<file path="config.mk">
export PLATFORM = sky130hd
export DESIGN_NAME = transceiver_reset_ctrl_flat
export DESIGN_NICKNAME = d
export VERILOG_FILES = /design/src/rtl/transceiver_reset_ctrl_if.sv /design/src/rtl/transceiver_reset_ctrl.sv /design/src/flat_wrapper.sv
export SDC_FILE = /design/constraint.sdc
export NUM_CORES = 1
export LEC_CHECK = 0
export CORE_ASPECT_RATIO = 1.1
export CORE_MARGIN = 5
export CORE_UTILIZATION = 50
export CTS_BUF_LIST = sky130_fd_sc_hd__clkbuf_4
export DETAILED_ROUTE_END_ITERATION = 10
export PLACE_DENSITY = 0.68
export SYNTH_ARGS = -nofsm -noshare
export SYNTH_HDL_FRONTEND = slang
export SYNTH_SLANG_ARGS = --single-unit
export TNS_END_PERCENT = 20
</file>
<file path="constraint.sdc">
create_clock -name clk -period 2.9 [get_ports clk]
set_input_delay 0.29 -clock clk [delete_from_list [all_inputs] [get_ports clk]]
set_output_delay 0.29 -clock clk [all_outputs]
set_load 0.02 [all_outputs]
</file>
<file path="src/rtl/transceiver_reset_ctrl_if.sv">
// PHY-facing signal bundle of one transceiver channel: async status in, registered resets and
// ready qualifiers out.
interface transceiver_reset_ctrl_if;
   logic       pll_locked;
   logic       tx_cal_busy;
   logic       rx_cal_busy;
   logic       rx_is_lockedtodata;
   logic       rx_syncstatus;
   logic       tx_analogreset;
   logic       tx_digitalreset;
   logic       rx_analogreset;
   logic       rx_digitalreset;
   logic       tx_ready;
   logic       rx_ready;
   logic [7:0] rx_relock_count;

   modport master (
      input  pll_locked, tx_cal_busy, rx_cal_busy, rx_is_lockedtodata, rx_syncstatus,
      output tx_analogreset, tx_digitalreset, rx_analogreset, rx_digitalreset,
      output tx_ready, rx_ready, rx_relock_count
   );

   modport slave (
      output pll_locked, tx_cal_busy, rx_cal_busy, rx_is_lockedtodata, rx_syncstatus,
      input  tx_analogreset, tx_digitalreset, rx_analogreset, rx_digitalreset,
      input  tx_ready, rx_ready, rx_relock_count
   );
endinterface

</file>
<file path="src/rtl/transceiver_reset_ctrl.sv">
// Reset sequencer for one transceiver channel: independent TX and RX FSMs order the PHY analog
// and digital resets and restart RX automatically on CDR-lock or word-sync loss.
module transceiver_reset_ctrl #(
   parameter int unsigned T_ARST        = 8000,
   parameter int unsigned T_DRST        = 64,
   parameter int unsigned T_LTD         = 500,
   parameter int unsigned T_LTD_TIMEOUT = 100000,
   parameter int unsigned T_SYNC_LOSS   = 1024
) (
   input logic                      clk,
   input logic                      reset,
   transceiver_reset_ctrl_if.master phy
);
   typedef logic [19:0] cnt_t;

   // Counters hold "cycles already spent", so a duration T ends when the count equals T-1.
   localparam cnt_t ArstLast  = cnt_t'(T_ARST - 1);
   localparam cnt_t DrstLast  = cnt_t'(T_DRST - 1);
   localparam cnt_t LtdLast   = cnt_t'(T_LTD - 1);
   localparam cnt_t LtdToLast = cnt_t'(T_LTD_TIMEOUT - 1);
   localparam cnt_t LossLast  = cnt_t'(T_SYNC_LOSS - 1);

   typedef enum logic [1:0] {TxArst, TxWait, TxDrst, TxReady} tx_state_e;
   typedef enum logic [2:0] {RxArst, RxWaitCal, RxWaitLtd, RxDrst, RxReady} rx_state_e;

   logic [4:0] sync1_q, sync2_q;
   logic       pll_s, tx_cal_s, rx_cal_s, ltd_s, sync_s;

   always_ff @(posedge clk) begin
      if (reset) begin
         sync1_q <= '0;
         sync2_q <= '0;
      end else begin
         sync1_q <= {phy.pll_locked, phy.tx_cal_busy, phy.rx_cal_busy, phy.rx_is_lockedtodata,
                     phy.rx_syncstatus};
         sync2_q <= sync1_q;
      end
   end

   assign {pll_s, tx_cal_s, rx_cal_s, ltd_s, sync_s} = sync2_q;

   tx_state_e tx_state_q, tx_state_d;
   cnt_t      tx_cnt_q, tx_cnt_d;
   logic      tx_ok;
   logic      tx_arst_q, tx_drst_q, tx_ready_q;

   assign tx_ok = pll_s & ~tx_cal_s;

   always_comb begin
      tx_state_d = tx_state_q;
      tx_cnt_d   = tx_cnt_q + 1'b1;
      unique case (tx_state_q)
         TxArst:  if (tx_cnt_q == ArstLast) tx_state_d = TxWait;
         TxWait:  if (tx_ok) tx_state_d = TxDrst;
         TxDrst: begin
            if (!tx_ok)                     tx_state_d = TxWait;
            else if (tx_cnt_q == DrstLast)  tx_state_d = TxReady;
         end
         TxReady: if (!pll_s) tx_state_d = TxWait;
         default: tx_state_d = TxArst;
      endcase
      if (tx_state_d != tx_state_q) tx_cnt_d = '0;
   end

   always_ff @(posedge clk) begin
      if (reset) begin
         tx_state_q <= TxArst;
         tx_cnt_q   <= '0;
         tx_arst_q  <= 1'b1;
         tx_drst_q  <= 1'b1;
         tx_ready_q <= 1'b0;
      end else begin
         tx_state_q <= tx_state_d;
         tx_cnt_q   <= tx_cnt_d;
         tx_arst_q  <= (tx_state_d == TxArst);
         tx_drst_q  <= (tx_state_d != TxReady);
         tx_ready_q <= (tx_state_d == TxReady);
      end
   end

   rx_state_e rx_state_q, rx_state_d;
   cnt_t      rx_cnt_q, rx_cnt_d;
   cnt_t      ltd_cnt_q, ltd_cnt_d;
   cnt_t      loss_cnt_q, loss_cnt_d;
   logic      relock;
   logic      rx_arst_q, rx_drst_q, rx_ready_q;
   logic [7:0] relock_cnt_q;

   // rx_cnt doubles as the ARST/DRST duration and the CDR-lock timeout in RxWaitLtd.
   always_comb begin
      rx_state_d = rx_state_q;
      rx_cnt_d   = rx_cnt_q + 1'b1;
      ltd_cnt_d  = ltd_s ? ltd_cnt_q + 1'b1 : '0;
      loss_cnt_d = sync_s ? '0 : loss_cnt_q + 1'b1;
      relock     = 1'b0;
      unique case (rx_state_q)
         RxArst:    if (rx_cnt_q == ArstLast) rx_state_d = RxWaitCal;
         RxWaitCal: if (!rx_cal_s) rx_state_d = RxWaitLtd;
         RxWaitLtd: begin
            if (rx_cnt_q == LtdToLast) begin
               rx_state_d = RxArst;
               relock     = 1'b1;
            end else if (ltd_s && ltd_cnt_q == LtdLast) begin
               rx_state_d = RxDrst;
            end
         end
         RxDrst: begin
            if (!ltd_s)                     rx_state_d = RxWaitLtd;
            else if (rx_cnt_q == DrstLast)  rx_state_d = RxReady;
         end
         RxReady: begin
            if (!ltd_s || (!sync_s && loss_cnt_q == LossLast)) begin
               rx_state_d = RxArst;
               relock     = 1'b1;
            end
         end
         default: rx_state_d = RxArst;
      endcase
      if (rx_state_d != rx_state_q) begin
         rx_cnt_d   = '0;
         ltd_cnt_d  = '0;
         loss_cnt_d = '0;
      end
   end

   always_ff @(posedge clk) begin
      if (reset) begin
         rx_state_q   <= RxArst;
         rx_cnt_q     <= '0;
         ltd_cnt_q    <= '0;
         loss_cnt_q   <= '0;
         rx_arst_q    <= 1'b1;
         rx_drst_q    <= 1'b1;
         rx_ready_q   <= 1'b0;
         relock_cnt_q <= '0;
      end else begin
         rx_state_q <= rx_state_d;
         rx_cnt_q   <= rx_cnt_d;
         ltd_cnt_q  <= ltd_cnt_d;
         loss_cnt_q <= loss_cnt_d;
         rx_arst_q  <= (rx_state_d == RxArst);
         rx_drst_q  <= (rx_state_d != RxReady);
         rx_ready_q <= (rx_state_d == RxReady);
         if (relock && relock_cnt_q != 8'hFF) relock_cnt_q <= relock_cnt_q + 8'd1;
      end
   end

   assign phy.tx_analogreset  = tx_arst_q;
   assign phy.tx_digitalreset = tx_drst_q;
   assign phy.tx_ready        = tx_ready_q;
   assign phy.rx_analogreset  = rx_arst_q;
   assign phy.rx_digitalreset = rx_drst_q;
   assign phy.rx_ready        = rx_ready_q;
   assign phy.rx_relock_count = relock_cnt_q;
endmodule
</file>
<file path="src/flat_wrapper.sv">
// flat-port wrapper written by rule: the top's interface ports become plain ports
module transceiver_reset_ctrl_flat 
#(
   parameter int unsigned T_ARST        = 8000,
   parameter int unsigned T_DRST        = 64,
   parameter int unsigned T_LTD         = 500,
   parameter int unsigned T_LTD_TIMEOUT = 100000,
   parameter int unsigned T_SYNC_LOSS   = 1024
)
  (clk, reset, phy_pll_locked, phy_tx_cal_busy, phy_rx_cal_busy, phy_rx_is_lockedtodata, phy_rx_syncstatus, phy_tx_analogreset, phy_tx_digitalreset, phy_rx_analogreset, phy_rx_digitalreset, phy_tx_ready, phy_rx_ready, phy_rx_relock_count);
  transceiver_reset_ctrl_if phy_i ();
  input logic clk;
  input logic reset;
  input wire logic [$bits(phy_i.pll_locked)-1:0] phy_pll_locked;
  input wire logic [$bits(phy_i.tx_cal_busy)-1:0] phy_tx_cal_busy;
  input wire logic [$bits(phy_i.rx_cal_busy)-1:0] phy_rx_cal_busy;
  input wire logic [$bits(phy_i.rx_is_lockedtodata)-1:0] phy_rx_is_lockedtodata;
  input wire logic [$bits(phy_i.rx_syncstatus)-1:0] phy_rx_syncstatus;
  output wire logic [$bits(phy_i.tx_analogreset)-1:0] phy_tx_analogreset;
  output wire logic [$bits(phy_i.tx_digitalreset)-1:0] phy_tx_digitalreset;
  output wire logic [$bits(phy_i.rx_analogreset)-1:0] phy_rx_analogreset;
  output wire logic [$bits(phy_i.rx_digitalreset)-1:0] phy_rx_digitalreset;
  output wire logic [$bits(phy_i.tx_ready)-1:0] phy_tx_ready;
  output wire logic [$bits(phy_i.rx_ready)-1:0] phy_rx_ready;
  output wire logic [$bits(phy_i.rx_relock_count)-1:0] phy_rx_relock_count;
  assign phy_i.pll_locked = phy_pll_locked;
  assign phy_i.tx_cal_busy = phy_tx_cal_busy;
  assign phy_i.rx_cal_busy = phy_rx_cal_busy;
  assign phy_i.rx_is_lockedtodata = phy_rx_is_lockedtodata;
  assign phy_i.rx_syncstatus = phy_rx_syncstatus;
  assign phy_tx_analogreset = phy_i.tx_analogreset;
  assign phy_tx_digitalreset = phy_i.tx_digitalreset;
  assign phy_rx_analogreset = phy_i.rx_analogreset;
  assign phy_rx_digitalreset = phy_i.rx_digitalreset;
  assign phy_tx_ready = phy_i.tx_ready;
  assign phy_rx_ready = phy_i.rx_ready;
  assign phy_rx_relock_count = phy_i.rx_relock_count;
  transceiver_reset_ctrl #(.T_ARST(T_ARST), .T_DRST(T_DRST), .T_LTD(T_LTD), .T_LTD_TIMEOUT(T_LTD_TIMEOUT), .T_SYNC_LOSS(T_SYNC_LOSS)) u_core (.clk(clk), .reset(reset), .phy(phy_i));
endmodule
</file>
==> Yosys cells after proc, flatten, opt, wreduce, memory -nomap -nowiden <==
Index checks and enable logic that the tools add are counted.
{ "totals": {"inputBits": 7, "regBits": 109} }
{ "classes": {"n_reduce_logical": 14, "eq_ne": 21, "n_mux": 17, "n_bitwise": 3, "n_addsub": 5} }
{ "ops": {"columns": ["cell", "n"], "rows": [
  ["adder 20 x 1 -> 20 bit, second input constant", 4],
  ["equality test 20 x 13 -> 1 bit, second input constant", 2],
  ["equality test 20 x 6 -> 1 bit, second input constant", 2],
  ["two-way mux 3 bit", 7],
  ["equality test 20 x 10 -> 1 bit, second input constant", 1],
  ["equality test 20 x 17 -> 1 bit, second input constant", 1],
  ["equality test 20 x 9 -> 1 bit, second input constant", 1],
  ["case mux 3 bit (5 select lines)", 1],
  ["two-way mux 2 bit", 5],
  ["adder 8 x 1 -> 8 bit, second input constant", 1],
  ["inequality test 8 bit, second input constant", 1],
  ["case mux 2 bit (4 select lines)", 1],
  ["equality test 2 bit, second input constant", 3],
  ["equality test 3 x 2 -> 1 bit, second input constant", 2],
  ["equality test 3 bit, second input constant", 2],
  ["zero test 3 bit", 2],
  ["OR reduction 3 bit", 2],
  ["zero test 2 bit", 2],
  ["OR reduction 2 bit", 2],
  ["equality test 3 x 1 -> 1 bit, second input constant", 1],
  ["logical AND 1 bit", 3],
  ["inequality test 3 bit", 1],
  ["inequality test 3 bit, second input constant", 1],
  ["equality test 2 x 1 -> 1 bit, second input constant", 1],
  ["8 further kinds", 11]
]} }

==> Depth between registers and ports, before layout <==
{ "depth": {"ltp_word": 7, "ltp_mapped": 9, "mapped_depth_nobuf": 7} }

==> Worst setup path before layout <==
OpenSTA, ideal clock, no wires.
{ "synth_path": {"kind": "register to register", "startpoint": "reg u_core.ltd_cnt_q[10]", "endpoint": "reg u_core.loss_cnt_q[1]", "stages_incl_launch_ff": 8, "arrival_time_ps": 2222, "path_slack_ps": 545, "path_buffers": 1, "period_less_slack_ps": 2355, "required_ps": 2767, "cell_sequence": "dfxtp_1 or4_1 or4_4 a2111oi_4 nor4_2 mux2i_4 buf_8 nor4b_2"} }
{ "synth_between": {"elab_chain_len": 7} }
{ "synth_lines": {"columns": ["item", "line", "rtl"], "rows": [
  ["start, declared", "transceiver_reset_ctrl.sv:83", "cnt_t ltd_cnt_q, ltd_cnt_d;"],
  ["start signal, assigned", "transceiver_reset_ctrl.sv:139", "ltd_cnt_q <= ltd_cnt_d;"],
  ["equality test 20 x 9 -> 1 bit", "transceiver_reset_ctrl.sv:103", "end else if (ltd_s && ltd_cnt_q == LtdLast) begin"],
  ["logical AND 1 bit", "transceiver_reset_ctrl.sv:103", null],
  ["two-way mux 3 bit", "transceiver_reset_ctrl.sv:103", null],
  ["two-way mux 3 bit", "transceiver_reset_ctrl.sv:100", "if (rx_cnt_q == LtdToLast) begin"],
  ["case mux 3 bit (5 select lines)", "transceiver_reset_ctrl.sv:96", "unique case (rx_state_q)"],
  ["inequality test 3 bit", "transceiver_reset_ctrl.sv:119", "if (rx_state_d != rx_state_q) begin"],
  ["OR reduction 3 bit (no source line)", null, null],
  ["end signal, assigned", "transceiver_reset_ctrl.sv:140", "loss_cnt_q <= loss_cnt_d;"],
  ["end, declared", "transceiver_reset_ctrl.sv:84", "cnt_t loss_cnt_q, loss_cnt_d;"]
]} }
No other way between the ends.
A chain may end at the register's enable or synchronous reset.

==> Worst setup path after layout <==
{ "layout_path": {"startpoint": "reg u_core.ltd_cnt_q[10]", "endpoint": "reg u_core.loss_cnt_q[12]"} }
Same word-level chain as after synthesis.

==> results.py <==
metrics = {
    "floorplanning": {
        "core_um2": 9940,
        "initial_core_util_pct": 51.5,
        "die_w_um": 106,
        "die_h_um": 116,
        "io-pin-count": 21,
        "die-area_um2": 12400,
        "row_count": 38,
    },
    "sta": {
        "finalMaxSlewViolations": 0,
        "setup_tns_ns": 0,
        "finalCritPeriodShare_pct": 85.4,
        "worst_slew_pin_slew_ns": 0.806,
        "finalHoldViolCount": 0,
        "slew_headroom_pct": 45.7,
        "setup_viol": 0,
        "fin_crit_ns": 2.48,
        "rsz0062_at_grt": "no",
        "finClkSkew_ns": 0.0190,
        "fmax_mhz": 404,
    },
    "layout": {
        "multiInputGateArea_um2": 2700,
        "nFillCells": 904,
        "diodes": 0,
        "area_delta_synth_final_pct": 7.99,
        "layout_common_cells": "109 x dfxtp_1, 62 x nand2_1, 58 x nor2_1",
        "utilization_pct": 55.6,
        "regArea_um2": 2180,
        "drive_gt1_share_pct": 8.42,
        "final_common_cell": "dfxtp_1",
        "finalNetCount": 601,
    },
    "critical_path": {
        "start_kind": "flip-flop",
        "worst-r2r-cell-count": 7,
        "critical-path-top-delay-family": "simple AND/OR/NAND/NOR gates",
        "r2r-end": "u_core.loss_cnt_q[12]$_SDFF_PP0_",
        "path_buf_inv": 1,
        "crit_arrival_ns": 2.84,
        "cp_cell_sequence": "or4_1, or4_4, a2111oi_4, nor4_2, mux2i_4, buf_4, nor4_1",
        "endpoint_kind": "flip-flop",
        "r2r_start": "u_core.ltd_cnt_q[10]$_SDFF_PP0_",
        "required_ns": 3.27,
        "cp.depth": 7,
        "crit_path_max_incr_delay_ns": 0.51,
        "worstSetupPathType": "reg -> reg",
        "crit_fanout": 20,
        "r2r_setup_slack_ns": 0.42,
        "cp_slowest_cell": "or4_1",
    },
    "power": {
        "max-vdd-ir-drop_v": 0.000260,
        "clkPwrFrac_pct": 31.6,
        "power_frac_comb_pct": 3.2,
        "p_sw_share_pct": 25.6,
        "p_total_mw": 2.35,
        "p_leak_nw": 1.96,
        "p_per_area_nw_per_um2": 425,
        "internal_power_mw": 1.75,
        "pwr-share-seq_pct": 65.2,
        "switchingPower_mw": 0.601,
    },
    "placement": {
        "port_buffers": 20,
        "gp_congestion": 0.822,
        "hpwl_mm": 7.03,
    },
    "route": {
        "via_per_inst": 5.56,
        "wire_per_inst_um": 14.0,
        "wl_mm": 9.99,
        "via_count": 3969,
        "dr.pass1.iters": 4,
        "drc_errors": 0,
        "ant_nets": 0,
        "detail_route.iter0.violations": 165,
    },
    "min_path": {
        "whs_path_depth": 2,
        "hp-class": "in -> reg",
        "hp-start": "phy_tx_cal_busy",
        "hold_end": "u_core.sync1_q[3]$_SDFF_PP0_",
    },
    "clock_tree": {
        "cts_resized": 0,
        "cts_max_level": 3,
        "cts_hold_buf": 0,
        "clk_path_buf_depth": 2,
        "clk_pin_slew_ns": 0.18,
        "cts_tree": "yes",
        "cts_setup_buffers": 0,
        "cts_root_buffer": "clkbuf_4",
        "clkSinkCount": 109,
        "cts_buffers": 9,
        "clk_latency_ns": 0.47,
    },
    "grt": {
        "grt_max_degree": 41,
        "grt_pass1_vias": 3968,
        "grt_overflow": 0,
        "antenna_found_initial": 0,
        "grt_pass1_wl_mm": 18.0,
        "track_usage_pct": 17.7,
    },
    "synthesis": {
        "synth_enable_flop_cells": 0,
        "async_flop_share_pct": 0,
        "synth_seq_area_share_pct": 42.6,
        "synth_cells": 574,
        "synth_cell_types": 57,
        "syn_area_um2": 5120,
        "yosysWarnings": 0,
        "synth_area_per_cell_um2": 8.92,
        "synth_ff_type": "dfxtp_1",
        "synth.net_count": 586,
        "synth_seq_cells": 109,
    },
    "outcome": {
        "run_status": "finished clean",
    },
    "run": {
        "maxCapViolCount": 0,
    },
}
-- sequential cells by signal, indices dropped and copies added (netlist names) --
name and flops:
u_core.rx_cnt_q 20, u_core.phy.tx_ready 1, u_core.phy.tx_digitalreset 1, u_core.phy.rx_analogreset 1
u_core.phy.rx_ready 1, u_core.phy.rx_digitalreset 1, u_core.loss_cnt_q 20, u_core.ltd_cnt_q 20
u_core.phy.rx_relock_count 8, u_core.phy.tx_analogreset 1, u_core.tx_state_q 2, u_core.rx_state_q 3
u_core.sync1_q 5, u_core.tx_cnt_q 20, u_core.sync2_q 5
-- power by group through the flow --
stage | clock [mW] | combinational (mW) | sequential [mW]
2_1_floorplan | 0 | 0.0633 | 1.56
3_3_place_gp | 0 | 0.0747 | 1.56
3_5_place_dp | 0 | 0.0770 | 1.56
4_1_cts | 0.775 | 0.0773 | 1.53
5_1_grt | 0.845 | 0.0871 | 1.54
6_report | 0.742 | 0.0762 | 1.53
-- cells in the mapped netlist (12+ instances only) --
| library cell | instances | share of area, % |
|---|---|---|
| inv_1 | 16 | 1.2 |
| nor3_1 | 34 | 3.3 |
| nand4_1 | 17 | 2.1 |
| nand2_1 | 62 | 4.5 |
| xor2_1 | 44 | 7.5 |
| dfxtp_1 | 109 | 43 |
| xnor2_1 | 32 | 5.5 |
| clkbuf_1 | 15 | 1.1 |
| nand3_1 | 36 | 3.5 |
| and3_1 | 20 | 2.4 |
| nor2_1 | 58 | 4.3 |
| nor2b_1 | 12 | 1.5 |
| nor4_1 | 28 | 3.4 |
-- routing by layer --
layer	GRT usage, %	vias to the layer above	share of wire (%)
met5	0	-	0
met3	3.37	15	2.5
met4	6.22	0	1.5
met2	31.1	40	49
met1	21.9	1859	47
li1	-	2055	-
-- metrics by stage --
step	cells	instance area [um2]	setup WS (ns)	hold WS, ns
2_1_floorplan	574	5120	0.545	0.414
3_3_place_gp	698	5390	0.471	0.425
3_5_place_dp	698	5390	0.431	0.429
4_1_cts	714	5530	0.400	0.301
5_1_grt	714	5530	0.0944	0.281
6_report	714	5530	0.424	0.343
-- layout make-up --
cell class | count | area share, %
clock buffer | 9 | 1.22
clock inverter | 7 | 1.24
inverter | 16 | 1.09
multi-input combinational | 422 | 48.9
sequential | 109 | 39.5
tap | 120 | 2.72
timing repair buffer | 31 | 5.34
-- how the worst max path moves through the flow --
| stage | from | endpoint | slack [ns] |
|---|---|---|---|
| after global routing | u_core.rx_cnt_q[0]$_SDFF_PP0_ | u_core.loss_cnt_q[12]$_SDFF_PP0_ | 0.09 |
| after CTS | u_core.rx_cnt_q[0]$_SDFF_PP0_ | u_core.loss_cnt_q[10]$_SDFF_PP0_ | 0.40 |
| final | u_core.ltd_cnt_q[10]$_SDFF_PP0_ | u_core.loss_cnt_q[12]$_SDFF_PP0_ | 0.42 |
| after detailed placement | u_core.ltd_cnt_q[10]$_SDFF_PP0_ | u_core.loss_cnt_q[16]$_SDFF_PP0_ | 0.43 |
| after global placement | u_core.ltd_cnt_q[10]$_SDFF_PP0_ | u_core.loss_cnt_q[14]$_SDFF_PP0_ | 0.47 |
| after floorplan | u_core.ltd_cnt_q[10]$_SDFF_PP0_ | u_core.loss_cnt_q[1]$_SDFF_PP0_ | 0.55 |
-- cell families (layout without fill, tap and decap cells) --
group	count (synthesis)	after routing	synth area share (%)
adders and majority gates	6	6	1.42
and+or+nand+nor	308	308	32.9
AOI/OAI and AO/OA	30	30	4.64
DFF	109	109	42.6
muxes	2	2	0.636
xor gates and xnor gates	76	76	13.0
buffers and inverters	43	63	4.77
Power figures use the tool's default switching activity.
